==> src/rtl/display_text_parser.sv <==
`default_nettype none
// ============================================================================
// Module      : display_text_parser
// Description : Byte-serial ASCII to 32-bit value parser. Rebuilds a value from
//               a hex, decimal, binary or raw-ASCII (4 byte) character field.
//               Ingress is valid/ready; results are a one-cycle done/error
//               pulse with data_out held between successes.
//               Build option PARSER_SIGN_EN: accept one leading '-' in decimal
//               mode and return the two's-complement result.
// Revision    : 1.0 - initial release
// ============================================================================
module display_text_parser #(
  parameter logic [7:0]  TERM_CHAR      = 8'h0A,
  parameter int unsigned TIMEOUT_CYCLES = 1024
) (
  input  logic        clk,
  input  logic        rst_n,
  input  logic        start,
  input  logic [1:0]  format_sel,
  input  logic [7:0]  char_in,
  input  logic        char_valid,
  output logic        char_ready,
  output logic [31:0] data_out,
  output logic        data_valid,
  output logic        parse_error,
  output logic        parse_busy
);

  localparam int unsigned TIMER_W = (TIMEOUT_CYCLES < 2) ? 1 : $clog2(TIMEOUT_CYCLES + 1);

  localparam logic [1:0] FMT_HEX = 2'b00;
  localparam logic [1:0] FMT_DEC = 2'b01;
  localparam logic [1:0] FMT_BIN = 2'b10;

  typedef enum logic [2:0] {
    S_IDLE  = 3'd0,
    S_PARSE = 3'd1,
    S_DRAIN = 3'd2,
    S_DONE  = 3'd3,
    S_ERR   = 3'd4
  } state_t;

  state_t               state_q, state_d;
  logic [31:0]          acc_q, acc_d;
  logic [31:0]          data_out_q, data_out_d;
  logic [5:0]           count_q, count_d;
  logic [1:0]           fmt_q, fmt_d;
  logic [TIMER_W-1:0]   timer_q, timer_d, timer_inc;

  logic        accept;
  logic        is_term;
  logic        is_dig;
  logic        is_af;
  logic [3:0]  nib;
  logic        nib_ok;
  logic [35:0] dec_sum;
  logic        dec_ovf;
  logic [31:0] digit_acc;
  logic [31:0] final_val;
  logic [5:0]  max_count;

`ifdef PARSER_SIGN_EN
  logic neg_q, neg_d;
  logic sign_accept;
`endif

  assign accept    = char_valid & char_ready;
  assign is_term   = (char_in == TERM_CHAR);
  assign is_dig    = (char_in >= 8'h30) && (char_in <= 8'h39);
  assign is_af     = ((char_in >= 8'h61) && (char_in <= 8'h66)) ||
                     ((char_in >= 8'h41) && (char_in <= 8'h46));
  assign timer_inc = timer_q + TIMER_W'(1);

  // acc*10 + digit, kept 36 bits wide so a 10th digit cannot wrap silently
  assign dec_sum = ({4'd0, acc_q} << 3) + ({4'd0, acc_q} << 1) + {32'd0, nib};

`ifdef PARSER_SIGN_EN
  assign sign_accept = (fmt_q == FMT_DEC) && (char_in == 8'h2D) && (count_q == 6'd0) && !neg_q;
  assign dec_ovf     = (dec_sum[35:32] != 4'd0) || (neg_q && (dec_sum[31:0] > 32'h8000_0000));
  assign final_val   = neg_q ? (32'd0 - acc_q) : acc_q;
`else
  assign dec_ovf     = (dec_sum[35:32] != 4'd0);
  assign final_val   = acc_q;
`endif

  // Character classification: digit value and legality for the latched format
  always_comb begin
    nib       = char_in[3:0];
    nib_ok    = 1'b0;
    max_count = 6'd4;
    case (fmt_q)
      FMT_HEX: begin
        nib_ok    = is_dig | is_af;
        max_count = 6'd8;
        if (is_af) nib = char_in[3:0] + 4'd9;
      end
      FMT_DEC: begin
        nib_ok    = is_dig;
        max_count = 6'd10;
      end
      FMT_BIN: begin
        nib_ok    = (char_in == 8'h30) || (char_in == 8'h31);
        max_count = 6'd32;
      end
      default: begin
        nib_ok    = 1'b0;
        max_count = 6'd4;
      end
    endcase
  end

  // Accumulator value after shifting in the current character
  always_comb begin
    digit_acc = acc_q;
    case (fmt_q)
      FMT_HEX: digit_acc = {acc_q[27:0], nib};
      FMT_DEC: digit_acc = dec_sum[31:0];
      FMT_BIN: digit_acc = {acc_q[30:0], nib[0]};
      default: digit_acc = {acc_q[23:0], char_in};
    endcase
  end

  // Next-state and datapath update for the parse FSM
  always_comb begin
    state_d    = state_q;
    acc_d      = acc_q;
    count_d    = count_q;
    fmt_d      = fmt_q;
    timer_d    = timer_q;
    data_out_d = data_out_q;
`ifdef PARSER_SIGN_EN
    neg_d      = neg_q;
`endif
    case (state_q)
      S_IDLE: begin
        if (start) begin
          state_d = S_PARSE;
          fmt_d   = format_sel;
          acc_d   = 32'd0;
          count_d = 6'd0;
          timer_d = '0;
`ifdef PARSER_SIGN_EN
          neg_d   = 1'b0;
`endif
        end
      end
      S_PARSE: begin
        if (accept) begin
          timer_d = '0;
          if (fmt_q == 2'b11) begin
            // raw ASCII: every byte is data, the 4th one completes the word
            acc_d   = digit_acc;
            count_d = count_q + 6'd1;
            if (count_q == 6'd3) begin
              state_d    = S_DONE;
              data_out_d = digit_acc;
            end
          end else if (is_term) begin
            if (count_q == 6'd0) begin
              state_d = S_DRAIN;
            end else begin
              state_d    = S_DONE;
              data_out_d = final_val;
            end
          end
`ifdef PARSER_SIGN_EN
          else if (sign_accept) begin
            neg_d = 1'b1;
          end
`endif
          else if (!nib_ok || (count_q == max_count) || ((fmt_q == FMT_DEC) && dec_ovf)) begin
            state_d = S_DRAIN;
          end else begin
            acc_d   = digit_acc;
            count_d = count_q + 6'd1;
          end
        end else if (TIMEOUT_CYCLES != 0) begin
          timer_d = timer_inc;
          if (timer_inc == TIMER_W'(TIMEOUT_CYCLES)) state_d = S_ERR;
        end
      end
      S_DRAIN: begin
        if (accept && is_term) state_d = S_ERR;
      end
      S_DONE:  state_d = S_IDLE;
      S_ERR:   state_d = S_IDLE;
      default: state_d = S_IDLE;
    endcase
  end

  // State and datapath registers
  always_ff @(posedge clk or negedge rst_n) begin
    if (!rst_n) begin
      state_q    <= S_IDLE;
      acc_q      <= 32'd0;
      data_out_q <= 32'd0;
      count_q    <= 6'd0;
      fmt_q      <= 2'b00;
      timer_q    <= '0;
`ifdef PARSER_SIGN_EN
      neg_q      <= 1'b0;
`endif
    end else begin
      state_q    <= state_d;
      acc_q      <= acc_d;
      data_out_q <= data_out_d;
      count_q    <= count_d;
      fmt_q      <= fmt_d;
      timer_q    <= timer_d;
`ifdef PARSER_SIGN_EN
      neg_q      <= neg_d;
`endif
    end
  end

  assign char_ready  = (state_q == S_PARSE) || (state_q == S_DRAIN);
  assign parse_busy  = (state_q == S_PARSE) || (state_q == S_DRAIN);
  assign data_valid  = (state_q == S_DONE);
  assign parse_error = (state_q == S_ERR);
  assign data_out    = data_out_q;

endmodule
`default_nettype wire

==> config.mk <==
export PLATFORM = sky130hd
export DESIGN_NAME = display_text_parser
export DESIGN_NICKNAME = d
export VERILOG_FILES = /design/src/rtl/display_text_parser.sv
export SDC_FILE = /design/constraint.sdc
export NUM_CORES = 1
export LEC_CHECK = 0
export CAP_MARGIN = 20
export CORE_MARGIN = 3
export CORE_UTILIZATION = 35
export CTS_CLUSTER_DIAMETER = 40
export CTS_CLUSTER_SIZE = 40
export DETAILED_ROUTE_END_ITERATION = 10
export GPL_TIMING_DRIVEN = 1
export MAX_ROUTING_LAYER = met4
export PLACE_DENSITY = 0.64
export SYNTH_ARGS = -nofsm -noshare
export SYNTH_HDL_FRONTEND = slang
export SYNTH_SLANG_ARGS = --single-unit
==> constraint.sdc <==
create_clock -name clk -period 4.7 [get_ports clk]
set_input_delay 0.94 -clock clk [delete_from_list [all_inputs] [get_ports clk]]
set_output_delay 0.94 -clock clk [all_outputs]
set_load 0.02 [all_outputs]
== Yosys cells after proc, flatten, opt, wreduce, memory -nomap -nowiden ==
Index checks and enable logic that the tools add are counted.

* Output and inout port bits: 36
* Bits in registers: 86
* Input bits: 14

* $lt $le $gt $ge: 6
* Eq/ne operators: 23
* Reductions and logical operators: 22
* Add/sub/neg operators: 5
* Multiplexer cells: 34
* Bitwise logic cells: 2

{| class="wikitable"
|+ Operator list
! operator !! count
|-
| 32-bit two-way mux || 9
|-
| 32-bit case mux with 3 select lines || 1
|-
| 32-bit case mux with 2 select lines || 1
|-
| 35-bit by 33-bit adder with 36-bit output || 1
|-
| 36-bit by 4-bit adder with 36-bit output || 1
|-
| 6-bit two-way mux || 5
|-
| 3-bit two-way mux || 8
|-
| 11-bit two-way mux || 2
|-
| 11-bit case mux with 2 select lines || 1
|-
| 6-bit case mux with 3 select lines || 1
|-
| 8-bit by 6-bit == test with 1-bit output, second input constant || 2
|-
| 8-bit by 7-bit >= comparator with 1-bit output, second input constant || 2
|-
| 8-bit by 7-bit less-or-equal comparator with 1-bit output, second input constant || 2
|-
| 5-bit AND reduction || 3
|-
| 6-bit case mux with 2 select lines || 1
|-
| 11-bit by 1-bit adder with 11-bit output, second input constant || 1
|-
| 11-bit == test, second input constant || 1
|-
| 3-bit != test, second input constant || 3
|-
| 3-bit case mux with 3 select lines || 1
|-
| 8-bit by 4-bit == test with 1-bit output, second input constant || 1
|-
| 8-bit by 6-bit >= comparator with 1-bit output, second input constant || 1
|-
| 8-bit by 6-bit less-or-equal comparator with 1-bit output, second input constant || 1
|-
| 4-bit two-way mux || 2
|-
| 2-bit != test, second input constant || 4
|-
| other kinds (25) || 37
|}

== Depth between registers and ports, before layout ==
Gate-level depths: netlist of run 1.

* Depth after elaboration: 14
* Mapped depth: 23

== Worst setup path after synthesis of run 1 ==
Ideal clock, no wire load.

* Path kind: in2reg
* Start point: input char_in[1]
* End point: register acc_q[11]
* Data arrival time: 5.043 ns
* Cell stages on the path: 20
* Library setup time: 0.125 ns
* Setup slack: -0.468 ns
* Required time: 4.575 ns
* Path through: inv_1 > ha_1 > nor2_1 > a32oi_1 > and4b_1 > clkbuf_2 > or2_2 > fa_1 > inv_1 > fa_1 > nor2b_1 > o2111ai_1 > a211oi_2 > o2111a_1 > o2111ai_2 > mux2i_2 > o31ai_4 > a21oi_4 > buf_6 > mux2_4

* Cells in the longest elaborated chain, start to end: 12

{| class="wikitable"
|+ RTL lines
! item !! RTL line !! source
|-
| from (decl) || 20 || <nowiki>input logic [7:0] char_in,</nowiki>
|-
| 8-bit by 7-bit >= comparator with 1-bit output (tied with other cells) || 70 || <nowiki>assign is_af = ((char_in >= 8'h61) && (char_in <= 8'h66)) ||</nowiki>
|-
| 1-bit logical AND, on equally long branches || 70, 71 ||
|-
| 1-bit logical OR || 70 ||
|-
| 4-bit two-way mux || 95 || <nowiki>if (is_af) nib = char_in[3:0] + 4'd9;</nowiki>
|-
| 4-bit two-way mux || 91 || <nowiki>case (fmt_q)</nowiki>
|-
| 36-bit by 4-bit adder with 36-bit output || 75 || <nowiki>assign dec_sum = ({4'd0, acc_q} << 3) + ({4'd0, acc_q} << 1) + {32'd0, nib};</nowiki>
|-
| 32-bit case mux with 3 select lines || 115 || <nowiki>case (fmt_q)</nowiki>
|-
| 32-bit two-way mux || 171 || <nowiki>else if (!nib_ok || (count_q == max_count) || ((fmt_q == FMT_DEC) && dec_ovf)) begin</nowiki>
|-
| 32-bit two-way mux || 158 || <nowiki>end else if (is_term) begin</nowiki>
|-
| 32-bit two-way mux || 150 || <nowiki>if (fmt_q == 2'b11) begin</nowiki>
|-
| 32-bit two-way mux || 148 || <nowiki>if (accept) begin</nowiki>
|-
| 32-bit case mux with 2 select lines || 134 || <nowiki>case (state_q)</nowiki>
|-
| to (signal assigned) || 195 || <nowiki>acc_q <= 32'd0;</nowiki>
|-
| to (signal assigned) || 205 || <nowiki>acc_q <= acc_d;</nowiki>
|-
| to (decl) || 44 || <nowiki>logic [31:0] acc_q, acc_d;</nowiki>
|}

Several ways; a longest one is shown, not always the timed one. The select of a mux whose other input is x is not followed.
A chain may end at the register's enable or synchronous reset.

== Worst setup path after layout of run 1 ==
* Start point: input char_in[1]
* End point: register acc_q[28]

Same word-level chain as after synthesis.

==> results_dict.tcl, run 1 <==
set metrics [dict create \
    syn_area_per_cell_um2 8.95 \
    fin_tns_setup_ps -8940 \
    finalWirelength_um 22400 \
    cts_hold_buf 0 \
    antenna_found_initial 0 \
    crit_fanout 5 \
    timing.fmax_mhz 200 \
    drtIter0Drc 570 \
    hold_viol_final 0 \
    via_count 6821 \
    die_x_um 152 \
    die_y_um 152 \
    fin_util 0.442 \
    cts_tree "yes" \
    critPathCaptureType "flop" \
    synth_cells 836 \
    dr.pass1.iters 5 \
    status "finished, violations left" \
    setup-violations-final 40 \
    htree_levels 3 \
    max-cap-violations 0 \
    worst_pin_slew_ps 811 \
    clockBufferDepth 2 \
    first_global_vias 6649 \
    clock_latency_ps 360 \
    yosysTopAreaCell "dfrtp_1" \
    ys_seq_elements 86 \
    die-area_um2 23200 \
    grt-ovfl-total 0 \
    path_clk_slew_ps 60 \
    synth_most_common_cell "nand2_1" \
    rsz0062_at_grt "true" \
    worstHoldPathType "reg -> reg" \
    diodes 0 \
    arrival_ps 5250 \
    grt_util_all_layers 0.196 \
    start_util 0.363 \
    synth_nets 923 \
    finalNetCount 1001 \
    grt_max_degree 65 \
    yosysSeqAreaShare 0.288 \
    drtAntennaViolNets 0 \
    power_leakage_nw 4.31 \
    min_period_ps 5010 \
    final.period_utilization 1.07 \
    wl_per_cell_um 18.8 \
    clockRootBuffer "clkbuf_16" \
    violations "negative setup slack" \
    core_um2 20600 \
    start_kind "input port" \
    io_pins 50 \
    fillers 1981 \
    crit_type "in -> reg" \
    async_flop_share 1.00 \
    maxSlewHeadroom 0.458 \
    drcViolationCount 0 \
    cts_buffers 9 \
    syn_to_final_growth_pct 21.9 \
    gp_congestion 0.937 \
    clock-sinks 86 \
    multi_input_area_um2 5200 \
    yosysTopAreaCellShare 0.288 \
    setup_slack_ps -309 \
    ir_worst_vdd_mv 0.215 \
    synth-edff-count 0 \
    dp_hpwl_um 15700 \
    power_density_nw_per_um2 469 \
    syn_area_um2 7480 \
    power_mw 4.28 \
    synth.top_cells.by_count "113 x nand2_1, 86 x dfrtp_1, 76 x o21ai_0" \
    synth_flop_cell "dfrtp_1" \
    required_ps 4950 \
    yosysWarnings 0 \
    io_buffers 49 \
    whs_ps 477 \
    synth_cell_types 81 \
    skew_ps 7.79 \
    via_per_inst 5.74 \
    synthTopCellsByArea "dfrtp_1 29%, ha_1 12%, nand2_1 5.7%" \
    grt_pass1_wl_um 36300 \
    ff_latch_area_um2 2150 \
    drive_above_1_share 0.170 \
    placementRows 52 \
    slew_viol_final 0 \
]
-- state kept, by name (all words and copies together), names as in the netlist --
signal    flops
acc_q        32
count_q       6
data_out     32
fmt_q         2
state_q       3
timer_q      11
-- report_power, final --
part | internal [mW] | switching (mW)
Combinational | 1.10 | 1.31
Clock | 0.352 | 0.323
Sequential | 0.877 | 0.312
Total | 2.33 | 1.94
-- final timing paths --
kind                       slack (ps)                     start                        to  cells past startpoint
hold reg to reg                   480  data_out[12]$_DFFE_PN0P_  data_out[12]$_DFFE_PN0P_                      2
setup reg to reg                   80      fmt_q[0]$_DFFE_PN0P_     acc_q[28]$_DFFE_PN0P_                     20
max in group asynchronous        3170                     rst_n     acc_q[17]$_DFFE_PN0P_                      2
hold / removal                    480  data_out[12]$_DFFE_PN0P_  data_out[12]$_DFFE_PN0P_                      2
min in group asynchronous         660                     rst_n   data_out[1]$_DFFE_PN0P_                      1
setup / recovery                 -310                char_in[1]     acc_q[28]$_DFFE_PN0P_                     24
-- cell families (layout without fill, tap and decap cells) --
kind of cell | Yosys count | in the layout | synth area share
buffers and inverters | 66 | 148 | 0.0371
AO/OA/AOI/OAI | 263 | 263 | 0.231
flip-flops | 86 | 86 | 0.288
XOR/XNOR | 27 | 27 | 0.0316
adder cells (fa/ha/maj) | 73 | 73 | 0.124
multiplexers | 71 | 71 | 0.130
AND/OR/NAND/NOR | 250 | 250 | 0.159
-- worst max-delay path, cell delays in order --
cell	delay [ps]
buf_12	110
inv_16	50
ha_4	120
nor2_1	40
a32oi_1	150
and4b_2	270
buf_6	120
nand2_4	50
xnor2_2	140
ha_1	290
ha_2	200
inv_2	50
fa_2	410
nor2b_4	130
o2111ai_2	170
a211oi_2	330
o2111a_1	260
o2111ai_2	140
mux2i_2	210
buf_4	160
o31a_1	350
buf_6	160
o211a_1	190
a41o_1	190
-- cells in the final DEF, fill, tap and decap left out, types with 9 or more instances in the layout --
master	n
inv_1	12
o21ai_1	14
o21ai_0	72
nand2_1	111
dfrtp_1	84
a211oi_1	18
ha_1	67
buf_4	56
a21oi_1	49
nor2_1	42
o211ai_1	20
mux2_4	13
a21o_1	15
and2_1	9
mux2i_1	40
nor3_1	13
xnor2_1	16
mux4_2	16
nor2b_1	11
xor2_1	10
clkdlybuf4s50_1	42
clkbuf_16	9
-- layout make-up --
type | count | area share
inverters | 17 | 0.00878
clock inverters | 5 | 0.00302
clock buffers | 10 | 0.0251
well taps | 270 | 0.0371
multi-input cells | 684 | 0.570
flip-flops and latches | 86 | 0.236
repair buffers | 116 | 0.119
-- metrics by stage --
step	setup WS, ps	std cells	cell area (um2)
finish	-309	1188	9120
global route	-501	1188	9120
CTS	-348	1186	9030
detailed placement	-1030	1151	8520
global placement	-884	1151	8520
floorplan	-193	836	7560
-- per-layer routing --
metal | global-route usage | routed length [um] | vias up
li1 | - | - | 3288
met1 | 0.264 | 10200 | 3268
met2 | 0.301 | 10300 | 215
met3 | 0.0295 | 1200 | 50
met4 | 0.0741 | 658 | 0
met5 | - | 0 | -
-- repair_timing --
action | in CTS | in global routing
cloned | 1 | 0
setup endpoints to repair | 40 | 40
endpoints found under the hold margin | 0 | 0
pin swaps | 22 | 19
gates resized for setup | 39 | 19
buffers inserted | 19 | 4
Note: power is estimated with default switching activity, not from simulation.
==> run 2: changes to the inputs <==
--- a/config.mk
+++ b/config.mk
@@ -14,6 +14,7 @@
 export GPL_TIMING_DRIVEN = 1
 export MAX_ROUTING_LAYER = met4
 export PLACE_DENSITY = 0.64
+export SLEW_MARGIN = 20
 export SYNTH_ARGS = -nofsm -noshare
 export SYNTH_HDL_FRONTEND = slang
 export SYNTH_SLANG_ARGS = --single-unit
==> results of run 2 <==
Same layout as run 1: the final DEF is identical, and so are final timing and power.
==> run 3: changes to the inputs <==
--- a/config.mk
+++ b/config.mk
@@ -12,8 +12,10 @@
 export CTS_CLUSTER_SIZE = 40
 export DETAILED_ROUTE_END_ITERATION = 10
 export GPL_TIMING_DRIVEN = 1
+export HOLD_SLACK_MARGIN = 0.03
 export MAX_ROUTING_LAYER = met4
 export PLACE_DENSITY = 0.64
+export SETUP_SLACK_MARGIN = 0.4
 export SLEW_MARGIN = 20
 export SYNTH_ARGS = -nofsm -noshare
 export SYNTH_HDL_FRONTEND = slang
==> run 3 against run 2 <==
Against the previous run:
- the run still ends with negative setup slack left
- design area is 0.26% higher
- via count is 0.22% higher
- count of clock-buffer cells in the layout stayed put
- routed wire length is 2.2% lower
- clock skew is 0.84 ps higher
- sequential power hardly changed
- register-to-register slack better by 90 ps
- non-clock buffer count is 1 lower
- core utilization is 0.12 points higher
- sequential share of layout area is 0.061 points lower
- die area stayed put
- critical endpoint is now count_q[1]$_DFFE_PN0P_
==> results_dict.tcl, run 3 (synthesis gave the netlist of run 1 again) <==
set metrics [dict create \
    core_um2 20600 \
    rr_worst_depth 22 \
    first_global_vias 6425 \
    timing.fmax_mhz 199 \
    clkPwrFrac 0.170 \
    drtIter0Drc 530 \
    most-common-layout-cells "111 x nand2_1, 84 x dfrtp_1, 71 x o21ai_0, 68 x ha_1" \
    holdPathEnd "data_out[4]$_DFFE_PN0P_" \
    violations "negative setup slack" \
    power_mw 4.35 \
    rr_startpoint "fmt_q[0]$_DFFE_PN0P_" \
    p_int_mw 2.42 \
    required_ps 4940 \
    gp_congestion 0.911 \
    start_util 0.363 \
    placementRows 52 \
    antenna_found_initial 0 \
    p_switching_mw 1.93 \
    worstHoldStart "data_out[4]$_DFFE_PN0P_" \
    via_count 6836 \
    arrival_ps 5270 \
    slew_viol_final 0 \
    crit_fanout 6 \
    clock-sinks 86 \
    finalNetCount 1000 \
    syn_to_final_growth_pct 22.2 \
    clock_latency_ps 350 \
    path_clk_slew_ps 70 \
    power_leakage_nw 4.30 \
    clockRootBuffer "clkbuf_16" \
    dp_hpwl_um 15600 \
    setup-violations-final 39 \
    htree_levels 3 \
    grt_max_degree 65 \
    cts_tree "yes" \
    ir_worst_vdd_mv 0.255 \
    fin_util 0.443 \
    whs_ps 476 \
    die_y_um 152 \
    ff2ff_setup_slack_ps 170 \
    io_buffers 49 \
    dr.pass1.iters 5 \
    max-cap-violations 0 \
    combinationalPowerShare 0.560 \
    worstReg2RegEnd "count_q[1]$_DFFE_PN0P_" \
    placedInstanceArea_um2 8560 \
    crit_type "in -> reg" \
    drcViolationCount 0 \
    worst_pin_slew_ps 780 \
    fin_area_um2 9140 \
    start_kind "input port" \
    rsz0062_at_grt "true" \
    fin_cells 1187 \
    seqPwrFrac 0.270 \
    fin_tns_setup_ps -10640 \
    die-area_um2 23200 \
    die_x_um 152 \
    fillers 1963 \
    status "finished, violations left" \
    dp.cells 1155 \
    finalWirelength_um 21900 \
    skew_ps 8.63 \
    final.period_utilization 1.07 \
    grt-ovfl-total 0 \
    io_pins 50 \
    drive_above_1_share 0.173 \
    swShare 0.445 \
    maxSlewHeadroom 0.478 \
    cts_buffers 9 \
    critPathCaptureType "flop" \
    hold_viol_final 0 \
    final_common_cell "nand2_1" \
    via_per_inst 5.76 \
    power_density_nw_per_um2 476 \
    grt_util_all_layers 0.191 \
    cts_hold_buf 0 \
    wl_per_cell_um 18.4 \
    drtAntennaViolNets 0 \
    clockBufferDepth 2 \
    whs_path_depth 2 \
    worstHoldPathType "reg -> reg" \
    setup_slack_ps -333 \
    diodes 0 \
    grt_pass1_wl_um 35300 \
    min_period_ps 5030 \
    preCtsSetupSlack_ps -983 \
]
run 3: area by class of cell:
class                           instances  area (um2)  area share
Timing Repair Buffer                  115        1090       0.119
Inverter                               17        80.1     0.00876
Clock buffer                           10         239      0.0261
Multi-Input combinational cell        684        5180       0.567
Sequential cell                        86        2150       0.236
Clock inverter                          5        57.6     0.00630
Tap cell                              270         338      0.0370
run 3: how the worst max path moves through the flow:
stage,from,endpoint,cells after the start
floorplan,char_in[1],acc_q[11]$_DFFE_PN0P_,22
global placement,char_in[1],acc_q[8]$_DFFE_PN0P_,22
detailed placement,char_in[1],acc_q[0]$_DFFE_PN0P_,22
CTS,char_in[1],count_q[1]$_DFFE_PN0P_,24
global route,char_in[1],acc_q[4]$_DFFE_PN0P_,25
finish,char_in[1],count_q[1]$_DFFE_PN0P_,24
run 3: repair_timing:
| action | in CTS | in global routing |
|---|---|---|
| endpoints found under the setup margin | 40 | 40 |
| endpoints found under the hold margin | 0 | 0 |
| pin swaps | 22 | 5 |
| buffers inserted | 13 | 4 |
| gates resized for setup | 33 | 21 |
run 3: power groups by stage:
| stage | Sequential (mW) | Clock, mW | Combinational, mW |
|---|---|---|---|
| floorplan | 1.08 | 0 | 1.61 |
| global placement | 1.18 | 0 | 2.20 |
| detailed placement | 1.18 | 0 | 2.21 |
| CTS | 1.17 | 0.757 | 2.35 |
| global route | 1.19 | 0.788 | 2.64 |
| finish | 1.18 | 0.739 | 2.43 |
run 3: metal layers:
metal	vias to the layer above	GRT usage	part of all wire
met4	0	0.0548	0.025
met5	-	-	0
met2	251	0.298	0.46
met3	35	0.0267	0.057
met1	3269	0.261	0.46
li1	3281	-	-
run 3: critical path, cell delays in order:
cell,delay [ps]
buf_6,70
buf_8,110
inv_16,40
ha_4,150
nor2_2,90
a32oi_1,60
and4b_2,260
or2_4,250
fa_1,590
inv_2,60
fa_2,400
nor2b_2,150
o2111ai_2,140
a211oi_2,310
o2111a_1,270
o2111ai_2,150
mux2i_2,210
o31ai_4,300
a21oi_4,110
buf_6,130
buf_12,130
buf_8,140
buf_6,120
mux2i_1,100
